## src/rtl/imem_loader_pkg.sv

```systemverilog
// Shared definitions for the instruction-memory loader: FSM states and word geometry.
// The checksum option (IMEM_LOADER_CHECKSUM_EN) adds the CHECK state's behaviour.
package imem_loader_pkg;

  localparam int DEFAULT_ADDR_W = 8;
  localparam int BYTES_PER_WORD = 4;
  localparam int BYTE_CNT_W     = $clog2(BYTES_PER_WORD);

  typedef enum logic [2:0] {
    ST_IDLE  = 3'd0,
    ST_RECV  = 3'd1,
    ST_WRITE = 3'd2,
    ST_CHECK = 3'd3,
    ST_DONE  = 3'd4
  } state_e;

endpackage

```

## src/rtl/imem_loader_word_assembler.sv

```systemverilog
// Big-endian word assembler: the first byte shifted in ends up in bits [31:24].
// word_full flags the shift that completes a word.
module word_assembler
  import imem_loader_pkg::*;
(
  input  logic        clk,
  input  logic        reset,
  input  logic        clear,
  input  logic        shift_en,
  input  logic [7:0]  byte_in,
  output logic [31:0] word_out,
  output logic        word_full
);

  logic [BYTE_CNT_W-1:0] count_q, count_d;
  logic [31:0]           word_q, word_d;

  always_comb begin
    count_d = count_q;
    word_d  = word_q;
    if (clear) begin
      count_d = '0;
    end else if (shift_en) begin
      count_d = count_q + 1'b1;
      word_d  = {word_q[23:0], byte_in};
    end
  end

  always_ff @(posedge clk or posedge reset) begin
    if (reset) begin
      count_q <= '0;
      word_q  <= '0;
    end else begin
      count_q <= count_d;
      word_q  <= word_d;
    end
  end

  assign word_out  = word_q;
  assign word_full = shift_en && (count_q == BYTE_CNT_W'(BYTES_PER_WORD - 1));

endmodule

```

## src/rtl/imem_loader.sv

```systemverilog
// Loads instruction memory from a byte stream while holding the CPU in reset.
// Define IMEM_LOADER_CHECKSUM_EN to require a trailing XOR checksum byte.
module imem_loader
  import imem_loader_pkg::*;
#(
  parameter int ADDR_W = DEFAULT_ADDR_W
) (
  input  logic              clk,
  input  logic              reset,
  input  logic              start,
  input  logic [ADDR_W-1:0] num_words,
  input  logic              byte_valid,
  input  logic [7:0]        byte_data,
  output logic              byte_ready,
  output logic              mem_we,
  output logic [ADDR_W-1:0] mem_addr,
  output logic [31:0]       mem_wdata,
  output logic              cpu_reset,
  output logic              busy,
  output logic              done,
  output logic              err
);

  state_e            state_q, state_d;
  logic [ADDR_W-1:0] num_words_q, num_words_d;
  logic [ADDR_W-1:0] addr_q, addr_d;
  logic [ADDR_W-1:0] last_addr;
  logic              asm_clear, asm_shift, word_full;
  logic [31:0]       word;
  logic              accept;

`ifdef IMEM_LOADER_CHECKSUM_EN
  logic [7:0] csum_q, csum_d;
  logic       err_q, err_d;
`endif

  assign last_addr = num_words_q - 1'b1;
  assign accept    = byte_valid && byte_ready;

  always_comb begin
    state_d     = state_q;
    num_words_d = num_words_q;
    addr_d      = addr_q;
    asm_clear   = 1'b0;
    asm_shift   = 1'b0;
`ifdef IMEM_LOADER_CHECKSUM_EN
    csum_d      = csum_q;
    err_d       = err_q;
`endif
    case (state_q)
      ST_IDLE, ST_DONE: begin
        if (start) begin
          num_words_d = num_words;
          addr_d      = '0;
          asm_clear   = 1'b1;
`ifdef IMEM_LOADER_CHECKSUM_EN
          csum_d      = '0;
          err_d       = 1'b0;
`endif
          state_d     = (num_words == '0) ? ST_DONE : ST_RECV;
        end
      end
      ST_RECV: begin
        asm_shift = accept;
`ifdef IMEM_LOADER_CHECKSUM_EN
        if (accept) csum_d = csum_q ^ byte_data;
`endif
        if (word_full) state_d = ST_WRITE;
      end
      ST_WRITE: begin
        if (addr_q == last_addr) begin
`ifdef IMEM_LOADER_CHECKSUM_EN
          state_d = ST_CHECK;
`else
          state_d = ST_DONE;
`endif
        end else begin
          addr_d  = addr_q + 1'b1;
          state_d = ST_RECV;
        end
      end
`ifdef IMEM_LOADER_CHECKSUM_EN
      ST_CHECK: begin
        if (accept) begin
          err_d   = (byte_data != csum_q);
          state_d = ST_DONE;
        end
      end
`endif
      default: state_d = ST_IDLE;
    endcase
  end

  always_ff @(posedge clk or posedge reset) begin
    if (reset) begin
      state_q     <= ST_IDLE;
      num_words_q <= '0;
      addr_q      <= '0;
`ifdef IMEM_LOADER_CHECKSUM_EN
      csum_q      <= '0;
      err_q       <= 1'b0;
`endif
    end else begin
      state_q     <= state_d;
      num_words_q <= num_words_d;
      addr_q      <= addr_d;
`ifdef IMEM_LOADER_CHECKSUM_EN
      csum_q      <= csum_d;
      err_q       <= err_d;
`endif
    end
  end

  word_assembler u_word_assembler (
    .clk       (clk),
    .reset     (reset),
    .clear     (asm_clear),
    .shift_en  (asm_shift),
    .byte_in   (byte_data),
    .word_out  (word),
    .word_full (word_full)
  );

  // Outputs decode only registered state, so byte_valid never reaches byte_ready.
  assign byte_ready = (state_q == ST_RECV) || (state_q == ST_CHECK);
  assign mem_we     = (state_q == ST_WRITE);
  assign busy       = (state_q == ST_RECV) || (state_q == ST_WRITE) || (state_q == ST_CHECK);
  assign done       = (state_q == ST_DONE);
  assign mem_addr   = addr_q;
  assign mem_wdata  = word;
`ifdef IMEM_LOADER_CHECKSUM_EN
  assign err        = err_q;
`else
  assign err        = 1'b0;
`endif
  assign cpu_reset  = !((state_q == ST_DONE) && !err);

endmodule

```

## config.mk

```make
export PLATFORM = sky130hd
export DESIGN_NAME = imem_loader
export DESIGN_NICKNAME = d
export VERILOG_FILES = /design/src/rtl/imem_loader_pkg.sv /design/src/rtl/imem_loader_word_assembler.sv /design/src/rtl/imem_loader.sv
export SDC_FILE = /design/constraint.sdc
export NUM_CORES = 1
export LEC_CHECK = 0
export ABC_AREA = 1
export ABC_CLOCK_PERIOD_IN_PS = 1650
export CELL_PAD_IN_SITES_DETAIL_PLACEMENT = 0
export CELL_PAD_IN_SITES_GLOBAL_PLACEMENT = 1
export CORE_MARGIN = 3
export CORE_UTILIZATION = 32
export CTS_CLUSTER_DIAMETER = 100
export CTS_CLUSTER_SIZE = 28
export DETAILED_ROUTE_END_ITERATION = 7
export PLACE_DENSITY = 0.84
export SETUP_SLACK_MARGIN = 0.2
export SLEW_MARGIN = 40
export SYNTH_ARGS = -nofsm -noshare
export SYNTH_HDL_FRONTEND = slang
export SYNTH_SLANG_ARGS = --single-unit
```

## constraint.sdc

```tcl
create_clock -name clk -period 1.65 [get_ports clk]
set_input_delay 0.33 -clock clk [delete_from_list [all_inputs] [get_ports clk]]
set_output_delay 0.33 -clock clk [all_outputs]
set_load 0.005 [all_outputs]
```

=== Word level (Yosys, flattened, before mapping) ===
Index checks and enable logic that the tools add are counted.

* Add/sub/neg operators: 3
* Equal/unequal tests: 9
* Muxes and demuxes: 13
* Bitwise gates (word level): 1
* Reductions and logical operators: 15

{| class="wikitable"
|+ Operators with widths
! operator !! count
|-
| 8-bit 2-to-1 mux || 2
|-
| 8-bit case mux with 2 select lines || 1
|-
| 3-bit 2-to-1 mux || 4
|-
| 3-bit case mux with 3 select lines || 1
|-
| 8-bit by 1-bit adder with 8-bit output, second input constant || 1
|-
| 8-bit == test || 1
|-
| 8-bit logical NOT || 1
|-
| 8-bit by 1-bit subtractor with 8-bit output, second input constant || 1
|-
| 3-bit by 2-bit == test with 1-bit output, second input constant || 2
|-
| 2-bit AND reduction || 3
|-
| 2-bit 2-to-1 mux || 2
|-
| 2-bit != test, second input constant || 2
|-
| 2-bit nonzero test || 2
|-
| 3-bit by 1-bit == test with 1-bit output, second input constant || 1
|-
| 3-bit == test, second input constant || 1
|-
| 3-bit logical NOT || 1
|-
| 1-bit logical OR || 3
|-
| 1-bit 2-to-1 mux || 3
|-
| 3-bit AND reduction || 1
|-
| 2-bit by 1-bit adder with 2-bit output, second input constant || 1
|-
| 2-bit == test, second input constant || 1
|-
| 1-bit logical AND || 2
|-
| 2-bit by 1-bit != test with 1-bit output, second input constant || 1
|-
| 2-bit OR reduction || 1
|-
| 2 further kinds || 2
|}

* Flip-flop bits (word level): 53
* Input port bits: 20
* Output and inout port bits: 46
* Word-level logic and storage cells: 46

=== Longest topological paths before layout ===
Gate-level depths: netlist of run 1.

* Depth in word-level cells: 7
* Gate-level depth with buffers: 14
* Depth with buffers taken out: 14

=== Modules after synthesis ===
From an unflattened synthesis of run 1, not the netlist that was laid out.

* Cells, all modules: 366
* Area total of the unflattened synthesis: 2945.3 um^2

{| class="wikitable"
|+ Modules (own cells, without submodules)
! module !! times used !! cells each !! area an instance (um^2) !! sequential area each (um^2)
|-
| word_assembler || 1 || 154 || 1529.0 || 850.8
|-
| imem_loader || 1 || 212 || 1416.4 || 475.5
|}

=== Worst setup path after synthesis of run 1 ===
No wires, ideal clock.

* Path type: register to register
* From: register num_words_q[0]
* To: register addr_q[0] (netlist: mem_addr[0])
* Setup time: 0.117 ns
* Arrival: 1.495 ns
* Slack: 0.038 ns
* Stages on the path, launching flop included: 13
* Buffers on the path: 0
* Clock period less this slack: 1.612 ns
* Cells stage by stage: dfrtp_1 inv_2 ha_1 nand2_1 nand2_1 nor2_1 nand3_1 a21oi_4 nand3_2 nand2_1 inv_1 nand2_1 nand2_1

* Word-level cells in the longest chain between the ends: 4

{| class="wikitable"
|+ RTL lines
! what !! line !! source
|-
| start: declaration || imem_loader.sv:25 || <nowiki>logic [ADDR_W-1:0] num_words_q, num_words_d;</nowiki>
|-
| start signal: assignment || imem_loader.sv:105 || <nowiki>num_words_q <= num_words_d;</nowiki>
|-
| 8-bit by 1-bit subtractor with 8-bit output || imem_loader.sv:37 || <nowiki>assign last_addr = num_words_q - 1'b1;</nowiki>
|-
| 8-bit == test || imem_loader.sv:71 || <nowiki>if (addr_q == last_addr) begin</nowiki>
|-
| 2-bit != test (no line) || - ||
|-
| 3-bit AND reduction (no line) || - ||
|-
| end signal: assignment || imem_loader.sv:106 || <nowiki>addr_q <= addr_d;</nowiki>
|-
| end: declaration || imem_loader.sv:26 || <nowiki>logic [ADDR_W-1:0] addr_q, addr_d;</nowiki>
|}

No other way between the ends.
A chain may end at the register's enable or synchronous reset.

=== Worst setup path in the final report of run 1 ===
* From: register num_words_q[1]
* To: register addr_q[5] (netlist: mem_addr[5])

Same word-level chain as after synthesis.

==> run metrics, run 1 <==
status completed; ANT nets after route 0; total gr overflow 0; TritonCTS buffer count 5; Area growth, synth to finish 53.6%; syn_nets 362; sequential power share 32.9%; vias per inst 4.53; Die Footprint 9490 sq um; Final Max Slew Viols 0; Setup-failing EPs final 0; Clock Power Share 12.1%; power per cell area 1600 nW/um^2; DPL Wire Length 4.47 mm; final core occ 51.8%; I/O Buffers 64; Core Box Area 7930 sq um; H-Tree Depth 2; worst skew pair latency 0.31 ns; wire length per cell 13.2 microns; CP max FO 8; post-route cell area 4110 sq um; Clock Path Buffers 2; Inserted Diodes 0; largest stage delay on the critical path 0.38 ns; Cell Rows 32; Residual DRC 0; vias 2495; die span in y 97.4 microns; VDD IR-drop max 0.000742 V; Fin. Hold Viols 0; Combinational Power Share 55.1%; Tcrit/Tclk final 99.6%; clk root buf clkbuf_8; sequential area share after synthesis 49.6%; cell breakdown of the critical path inv_2 > ha_4 > inv_2 > nand2_1 > nand2_1 > nor2_1 > nand3_1 > a21oi_4 > nand4_4 > nand2_4 > nand2_1 > nand2_1; Required @ worst endpoint 1.89 ns; most common library cell in the layout ignoring fill and taps nand2_1; sw frac 41.4%; RSZ-0062 raised after global routing true; LEAKAGE 2.18 nW; most frequent cells in the layout nand2_1, dfrtp_1, dlygate4sd2_1; Area after DPL 3490 sq um; nets 471; final WL 7.27 mm; Worst Path Arrival 1.88 ns; hold slack final 0.439 ns; largest net degree at the start of global routing 54; Clock Sinks 53; clk slew on worst S/H paths 0.10 ns; Die Span X 97.4 microns; vias in the first global route 2371; Mapped Cells 339; P_int 3.86 mW; Min-Delay Path Class primary input to async pin; crit path kind register to register; first-pass GRT wire length 10.9 mm; DR pass1 iterations 4; Synthesis Warnings 0; endpoint class of the critical path register; synthesized area 2680 sq um; Initial DRC Count 84; clk_skew 0.00766 ns; critical-path cell with the highest stage delay dfrtp_1; syn avg cell area 7.89 sq um; fillers 774; io pins 66; critical path startpoint category register; fmax 608 MHz; post-layout minimum cycle time 1.64 ns; CTS tree built; switching power 2.73 mW; Placer Congestion 0.813; CP bufs+invs 2; Seq cells post-synth 53; critical path's top delay family simple AND/OR/NAND/NOR gates; synth unique cells 29; max_cap viols 0; initial core utilization 33.7%; share of cells above drive strength 1 29.8%; initial antenna violation count 0; most used cell, CP nand2_1; GRT Total Usage 13.9%
cell type report:
cell class	count	area [sq um]	share of cell area, %
repair inverters	2	20.0	0.487
clock buffers	6	82.6	2.01
flip-flops and latches	53	1340	32.5
well taps	102	128	3.11
inverters	48	201	4.90
repair buffers	108	1060	25.8
multi-input cells	230	1260	30.8
clock inverters	2	17.5	0.426
worst reg2reg max path, delay by kind of cell, from the launching register on:
| kind | cells | cell delay (ns) |
|---|---|---|
| AND/OR/NAND/NOR | 8 | 0.68 |
| adder cells (fa/ha/maj) | 1 | 0.26 |
| AO/OA/AOI/OAI | 1 | 0.18 |
| flip-flops | 1 | 0.38 |
| buffers and inverters | 2 | 0.08 |
synth_stat cells:
cell	instances	area share [%]
a21oi_4	1	0.61
ha_1	3	1.4
o21ai_0	18	3.4
xor2_1	6	2.0
conb_1	1	0.14
xnor2_1	2	0.65
a21oi_1	3	0.56
nand4_4	1	0.80
nand2_4	2	0.84
nand3_1	17	3.2
inv_2	11	1.5
nor2_2	4	0.94
nand2_1	134	19
o21ai_1	9	1.7
nand4_1	4	0.94
nor3_4	1	0.61
nand3_2	2	0.75
clkbuf_1	2	0.28
a21oi_2	1	0.33
nor2_1	12	1.7
inv_1	37	5.2
dfrtp_1	53	50
nor3_1	1	0.19
buf_4	1	0.28
buf_2	5	0.94
nor3_2	1	0.37
or2_1	1	0.23
nand2_2	2	0.47
nor2_4	4	1.7
state kept, by name, summed over array words and instances (netlist names):
register,count
mem_addr,8
u_word_assembler.count_q,2
num_words_q,8
u_word_assembler.word_out,32
state_q,3
stage by stage:
stage / power [mW] / setup slack (ns) / std cells / setup TNS (ns)
2_1_floorplan: 3.85 / 0.0665 / 339 / 0
3_3_place_gp: 5.11 / -0.0201 / 505 / -0.0201
3_5_place_dp: 5.14 / -0.0674 / 505 / -0.0946
4_1_cts: 6.03 / -0.00925 / 539 / -0.00925
5_1_grt: 7.16 / -0.129 / 551 / -1.06
6_report: 6.59 / 0.00631 / 551 / 0
kinds of logic after synthesis:
logic type	Yosys count	synth area share, %
xor+xnor	8	2.62
other cells	1	0.140
buf+inv	56	8.23
simple gates	186	31.5
fa+ha+maj	3	1.40
flops	53	49.6
compound gates	32	6.55
worst paths after layout:
kind	endpoint	slack, ns	from	depth (start not counted)
setup reg to reg	mem_addr[5]	0.006	num_words_q[1]	12
setup / recovery	mem_addr[5]	0.006	num_words_q[1]	12
max in group asynchronous	state_q[0]	0.96	reset	3
hold / removal	num_words_q[2]	0.44	reset	3
hold reg to reg	u_word_assembler.count_q[0]	0.48	u_word_assembler.count_q[0]	1
min in group clk	u_word_assembler.count_q[0]	0.48	u_word_assembler.count_q[0]	1
power by group through the flow:
stage                     clock network (mW)  registers (mW)  logic [mW]
after floorplan                            0            2.20        1.65
after global placement                     0            2.22        2.89
after detailed placement                   0            2.22        2.92
after CTS                              0.825            2.15        3.05
after global routing                   0.881            2.24        4.04
final                                  0.795            2.16        3.63
timing repair:
action,4_1_cts,5_1_grt
gates resized for setup,82,54
pin swaps,10,31
setup buffers,26,6
gates cloned,0,6
hold buffers,0,0
endpoints found under the setup margin,57,24
endpoints found under the hold margin,0,0
layer usage:
layer	GRT usage, %	share of wire (%)
met1	18.2	43
met2	22.2	49
met3	4.95	6.6
met4	3.09	1.1
met5	0	0
Note: power is estimated with default switching activity, not from simulation.
==> run 2, diff against run 1 <==
ABC_CLOCK_PERIOD_IN_PS = default   (was 1650)
PLACE_DENSITY = default   (was 0.84)
PLACE_DENSITY_LB_ADDON = 0.1   (was default)
TNS_END_PERCENT = 20   (was default)
==> run 2 against run 1 <==
Clock-buffer cell count is 1 lower. Hold slack worse by 0.083 ns. First-iteration DRC count is 30% lower. Largest power group unchanged. Final cell count is 3.1% lower. Design area is 1.4% lower. Highest routed layer unchanged. The run now ends with negative setup slack left. Critical path depth is 1 lower.
==> run metrics, run 2 (synthesis results as in run 1) <==
status complete, but fails checks; failing checks negative setup slack; Inst Count DP 510 (+0.99%); first-pass GRT wire length 11.3 mm (+3.4%); TritonCTS buffer count 5 (unchanged); Die Span X 97.4 microns (unchanged); endpoint class of the critical path register; max_cap viols 0 (unchanged); clk_skew 0.00853 ns (+0.000867 ns); DR pass1 iterations 4 (unchanged); GRT Total Usage 14.5% (+0.57 points); total gr overflow 0 (unchanged); Area growth, synth to finish 51.5%; H-Tree Depth 2 (unchanged); largest net degree at the start of global routing 35 (-35%); Inserted Diodes 0 (unchanged); io pins 66 (unchanged); clk slew on worst S/H paths 0.10 ns (about the same); Core Box Area 7930 sq um (unchanged); Min-Delay Path Class primary input to async pin; Die Footprint 9490 sq um (unchanged); DPL Wire Length 4.63 mm (+3.6%); I/O Buffers 64 (unchanged); CTS tree built; critical path startpoint category register; Combinational Power Share 51.3% (-3.8 points); most common library cell in the layout ignoring fill and taps nand2_1; clk root buf clkbuf_8; Clock Sinks 53 (unchanged); dpl ws -0.119 ns (-0.0517 ns); Final Max Slew Viols 0 (unchanged); Fin. Hold Viols 0 (unchanged); Power Total 6.40 mW (-2.9%); power per cell area 1580 nW/um^2 (-1.6%); final WL 6.87 mm (-5.5%); switching power 2.58 mW (-5.5%); Cell Rows 32 (unchanged); fillers 762 (-1.6%); LEAKAGE 2.43 nW (+12%); share of cells above drive strength 1 26.2% (-3.7 points); Reg area 1340 sq um (about the same); die span in y 97.4 microns (unchanged); setup ws final -0.0532 ns (-0.0595 ns); CTS Hold Buffers Added 0 (unchanged); fin cells 534 (-3.1%); wire length per cell 12.9 microns (-2.5%); worst skew pair latency 0.30 ns (about the same); vias in the first global route 2271 (-4.2%); initial antenna violation count 0 (unchanged); max reg flops 32 (unchanged); VDD IR-drop max 0.000745 V (+0.45%); vias 2387 (-4.3%); crit path kind register to register; fmax 587 MHz (-3.5%); multi-input combinational cell area 1250 sq um (-1.5%); Clock Power Share 13.9% (+1.8 points); most frequent cells in the layout nand2_1, dfrtp_1, inv_1; P_int 3.82 mW (-1.0%); Tcrit/Tclk final 103% (+3.6 points); Required @ worst endpoint 1.86 ns (-0.03 ns); sw frac 40.3% (-1.1 points); Setup-failing EPs final 8 (+8); sequential power share 34.9% (+2.0 points); Residual DRC 0 (unchanged); ANT nets after route 0 (unchanged); Initial DRC Count 59 (-30%); post-layout minimum cycle time 1.70 ns (+0.0595 ns); Clock Path Buffers 2 (unchanged); RSZ-0062 raised after global routing true; Placer Congestion 0.799 (-1.7%); CP max FO 6 (-2); vias per inst 4.47 (-1.3%); nets 455 (-3.4%); initial core utilization 33.7% (unchanged); Worst Path Arrival 1.91 ns (+0.03 ns)
[run 2: area by class of cell]
| type | count | area share [%] |
|---|---|---|
| inverter | 48 | 4.91 |
| sequential | 53 | 33.0 |
| timing repair buffer | 93 | 25.3 |
| clock inverter | 2 | 0.957 |
| multi-input combinational | 230 | 30.8 |
| clock buffer | 5 | 1.70 |
| timing repair inverter | 1 | 0.216 |
| tap | 102 | 3.15 |
[run 2: worst paths after layout]
| path | end | depth (start not counted) | slack, ns | from |
|---|---|---|---|---|
| worst max-delay path | mem_addr[6] | 11 | -0.05 | num_words_q[0] |
| worst min-delay path | u_word_assembler.word_out[26] | 2 | 0.36 | reset |
| worst max register to register | mem_addr[6] | 11 | -0.05 | num_words_q[0] |
| worst min register to register | u_word_assembler.word_out[31] | 2 | 0.49 | u_word_assembler.word_out[31] |
| max in group asynchronous | u_word_assembler.word_out[7] | 3 | 0.86 | reset |
| min in group clk | u_word_assembler.word_out[31] | 2 | 0.49 | u_word_assembler.word_out[31] |
[run 2: layer usage]
metal  global-route usage (%)  vias to the layer above  part of all wire [%]
met5                        0                        -                     0
met4                     3.83                        0                  0.74
met3                     4.09                        5                   5.3
met2                     22.8                       50                    48
met1                     19.6                     1110                    46
li1                         -                     1222                     -
[run 2: power by group through the flow]
stage / Clock [mW] / Combinational, mW / Sequential [mW]
3_5_place_dp: 0 / 2.90 / 2.25
5_1_grt: 0.978 / 3.71 / 2.32
2_1_floorplan: 0 / 1.62 / 2.20
4_1_cts: 0.920 / 3.00 / 2.23
6_report: 0.887 / 3.28 / 2.23
3_3_place_gp: 0 / 2.89 / 2.25
[run 2: through the flow]
stage | utilization, % | TNS, ns | hold slack (ns) | instance area [sq um]
finish | 51.1 | -0.187 | 0.356 | 4050
global placement | 44.5 | -0.216 | 0.464 | 3530
floorplan | - | 0 | 0.391 | 2680
global route | 51.1 | -1.42 | 0.374 | 4050
detailed placement | 44.5 | -0.693 | 0.467 | 3530
CTS | 46.7 | -0.423 | 0.361 | 3700
[run 2: repair_timing]
| item | CTS | global route |
|---|---|---|
| gates resized for setup | 34 | 89 |
| endpoints found under the hold margin | 0 | 0 |
| pin swaps | 8 | 36 |
| setup endpoints to repair | 57 | 81 |
| setup buffers | 6 | 9 |
| gates cloned | 0 | 2 |
[run 2: worst max-delay path, stage by stage (launching register included)]
cell	delay, ns
dfrtp_1	0.40
inv_2	0.08
ha_4	0.20
nand2_1	0.07
nand2_2	0.05
nor2_2	0.11
nand3_2	0.09
a21oi_4	0.16
nand4_4	0.17
buf_6	0.16
nand3_1	0.06
nand2_1	0.05
==> run 3, diff against run 2 <==
ABC_AREA = default   (was 1)
CORE_UTILIZATION = 34   (was 32)
CTS_BUF_LIST = sky130_fd_sc_hd__clkbuf_4 sky130_fd_sc_hd__clkbuf_8 sky130_fd_sc_hd__clkbuf_16   (was default)
SETUP_SLACK_MARGIN = default   (was 0.2)
==> run 3 against run 2 <==
The flow still finishes with violations (negative setup slack). Sequential share of layout area is 2.8 points higher. Clock-buffer cell count increased by 1. Design area down 8.3%. Die area shrank 12%. Setup slack lost 0.35 ns. Global-route usage is 0.31 points lower. Via count down 19%. Clock power is 2.3% higher. Register-to-register slack lost 0.35 ns. Routed wire length shrank 16%. Area after synthesis shrank 7.6%.
==> run metrics, run 3 <==
status complete, but fails checks; failing checks negative setup slack; fillers 652 (-14%); Cell Rows 30 (-6.3%); initial core utilization 35.8% (+2.1 points); most frequent cells in the layout clkdlybuf4s50_1, dfrtp_1, mux2_2; die span in y 91.3 microns (-6.3%); post-layout minimum cycle time 2.05 ns (+0.346 ns); TritonCTS buffer count 5 (unchanged); Seq cells post-synth 53 (unchanged); DR pass1 iterations 4 (unchanged); cell depth of the worst flop-to-flop path 9 (-2); Fin. Hold Viols 0 (unchanged); Setup-failing EPs final 13 (+5); CTS Hold Buffers Added 0 (unchanged); count leader, synth dfrtp_1; RSZ-0062 raised after global routing true; cell accounting for the most synthesized area dfrtp_1; final WL 5.77 mm (-16%); area share of the largest cell type after synthesis 53.6% (+4.1 points); GRT Total Usage 14.2% (-0.31 points); setup ws final -0.399 ns (-0.346 ns); vias 1923 (-19%); Tcrit/Tclk final 124% (+21 points); crit path from num_words_q[0]; VDD IR-drop max 0.000632 V (-15%); largest net degree at the start of global routing 54 (+54%); clk root buf clkbuf_8; worst skew pair latency 0.31 ns (about the same); r2r setup slk -0.40 ns (-0.35 ns); Inserted Diodes 0 (unchanged); sequential area share after synthesis 53.6% (+4.1 points); Core Box Area 6910 sq um (-13%); Mapped Cells 213 (-37%); synthesized area 2470 sq um (-7.6%); Inst Count DP 393 (-23%); Area growth, synth to finish 50.3%; clk slew on worst S/H paths 0.10 ns (about the same); worst r2r dst mem_addr[0]; H-Tree Depth 2 (unchanged); DPL Wire Length 4.13 mm (-11%); total gr overflow 0 (unchanged); synth top area cells dfrtp_1, mux2_2, nand2_1; largest stage delay on the critical path 0.43 ns (+0.03 ns); asr flop ratio synth 100% (unchanged); Final Max Slew Viols 0 (unchanged); vias per inst 4.70 (+5.2%); first-pass GRT wire length 9.54 mm (-16%); Die Span X 91.3 microns (-6.3%); max reg flops 32 (unchanged); vias in the first global route 1876 (-17%); WL met1 2.66 mm (-15%); Worst Path Arrival 2.25 ns (+0.34 ns); most common library cell in the layout ignoring fill and taps clkdlybuf4s50_1; Die Footprint 8330 sq um (-12%); synth unique cells 40 (+38%); Placer Congestion 0.746 (-6.6%); syn avg cell area 11.6 sq um (+47%); Commonest cells post-synth dfrtp_1, mux2_2, nand2_1; endpoint class of the critical path register; LEAKAGE 1.69 nW (-31%); CTS tree built; Min-Delay Path Class primary input to async pin; share of cells above drive strength 1 33.9% (+7.7 points); fmax 488 MHz (-17%); Synthesis Warnings 0 (unchanged); CP max FO 6 (unchanged); R2R Path Start num_words_q[0]; EDFF count, synth 0 (unchanged); metal2 WL 2.84 mm (-14%); max_cap viols 0 (unchanged); crit path kind register to register; Required @ worst endpoint 1.85 ns (about the same); initial antenna violation count 0 (unchanged); Clock Sinks 53 (unchanged); uppermost layer routed met4; critical path startpoint category register; wire length per cell 14.1 microns (+9.6%); ANT nets after route 0 (unchanged); Initial DRC Count 82 (+39%); Residual DRC 0 (unchanged); fin cells 409 (-23%); met3 wire len 212 microns (-41%); cell breakdown of the critical path inv_2 > ha_4 > xor2_1 > nor2_1 > a211oi_2 > a2111oi_4 > buf_4 > nor3_4 > mux2_2; critical-path cell with the highest stage delay dfrtp_1; syn_nets 236 (-35%); Power Total 6.00 mW (-6.2%); top_reg_cell synth dfrtp_1; setup TNS -3.97 ns (-3.78 ns); I/O Buffers 64 (unchanged); power per cell area 1610 nW/um^2 (+2.2%); Clock Path Buffers 2 (unchanged); clk_skew 0.00534 ns (-0.00319 ns); io pins 66 (unchanged); nets 335 (-26%)
-- run 3: changes by cell type in the layout (fill, tap and decap cells not counted), moves of 10 or more --
cell	before	now
nand2_1	112	29
o21ai_1	11	1
inv_1	34	3
mux2_2	0	34
nand2_2	19	2
clkdlybuf4s50_1	19	54
nand3_1	16	2
buf_4	15	27
dlymetal6s2s_1	33	2
o21ai_0	13	2
-- run 3: worst max-delay path by stage --
stage | end | slack [ns] | cells past startpoint
6_report | mem_addr[0] | -0.40 | 9
3_5_place_dp | mem_addr[7] | -0.52 | 9
3_3_place_gp | mem_addr[7] | -0.51 | 9
5_1_grt | mem_addr[0] | -0.52 | 7
2_1_floorplan | mem_addr[5] | -0.32 | 6
4_1_cts | mem_addr[0] | -0.39 | 8
-- run 3: logic make-up (layout without fill, tap and decap cells) --
group                    count (synthesis)  in the layout  synth area share, %
multiplexers                            34             34                 15.5
XOR/XNOR                                12             12                 4.25
other                                    1              1                0.152
buffers and inverters                   14            114                 2.83
AO/OA/AOI/OAI                           27             27                 9.06
flip-flops                              53             53                 53.6
adder cells (fa/ha/maj)                  3              3                 1.52
AND/OR/NAND/NOR                         69             69                 13.1
-- run 3: critical path, delay by kind of cell (launching register included) --
kind / cells / cell delay (ns)
and+or+nand+nor: 2 / 0.16
buffers and inverters: 2 / 0.29
xor gates and xnor gates: 1 / 0.16
adders and majority gates: 1 / 0.18
DFF: 1 / 0.43
AOI/OAI and AO/OA: 2 / 0.49
muxes: 1 / 0.25
-- run 3: final cells by class --
class | count | area [sq um] | share of cell area (%)
Multi-Input combinational cell | 146 | 1170 | 31.6
Sequential cell | 53 | 1330 | 35.8
Timing Repair Buffer | 100 | 953 | 25.7
Clock inverter | 2 | 38.8 | 1.04
Clock buffer | 6 | 76.3 | 2.05
Tap cell | 96 | 120 | 3.23
Inverter | 6 | 22.5 | 0.606
-- run 3: what timing repair did --
| action | in CTS | in global routing |
|---|---|---|
| pin swaps | 10 | 8 |
| resized for setup | 27 | 16 |
| cloned | 0 | 0 |
| buffers inserted | 2 | 6 |
| setup endpoints to repair | 23 | 49 |
-- run 3: routing by layer --
layer,up-vias,track usage [%]
met5,-,0
met4,0,3.39
met3,6,3.23
met2,37,22.6
met1,939,19.6
li1,941,-
-- run 3: stage by stage --
step	hold WS, ns	cell area, sq um	setup slack (ns)	utilization [%]
final	0.382	3720	-0.399	53.8
after global routing	0.392	3720	-0.517	53.8
after CTS	0.382	3620	-0.387	52.5
after detailed placement	0.495	3430	-0.518	49.6
after global placement	0.487	3430	-0.513	49.6
after floorplan	0.435	2480	-0.321	-
-- run 3: power by group --
group	switching, mW	internal [mW]
registers	0.445	1.86
clock network	0.434	0.473
logic	1.03	1.75
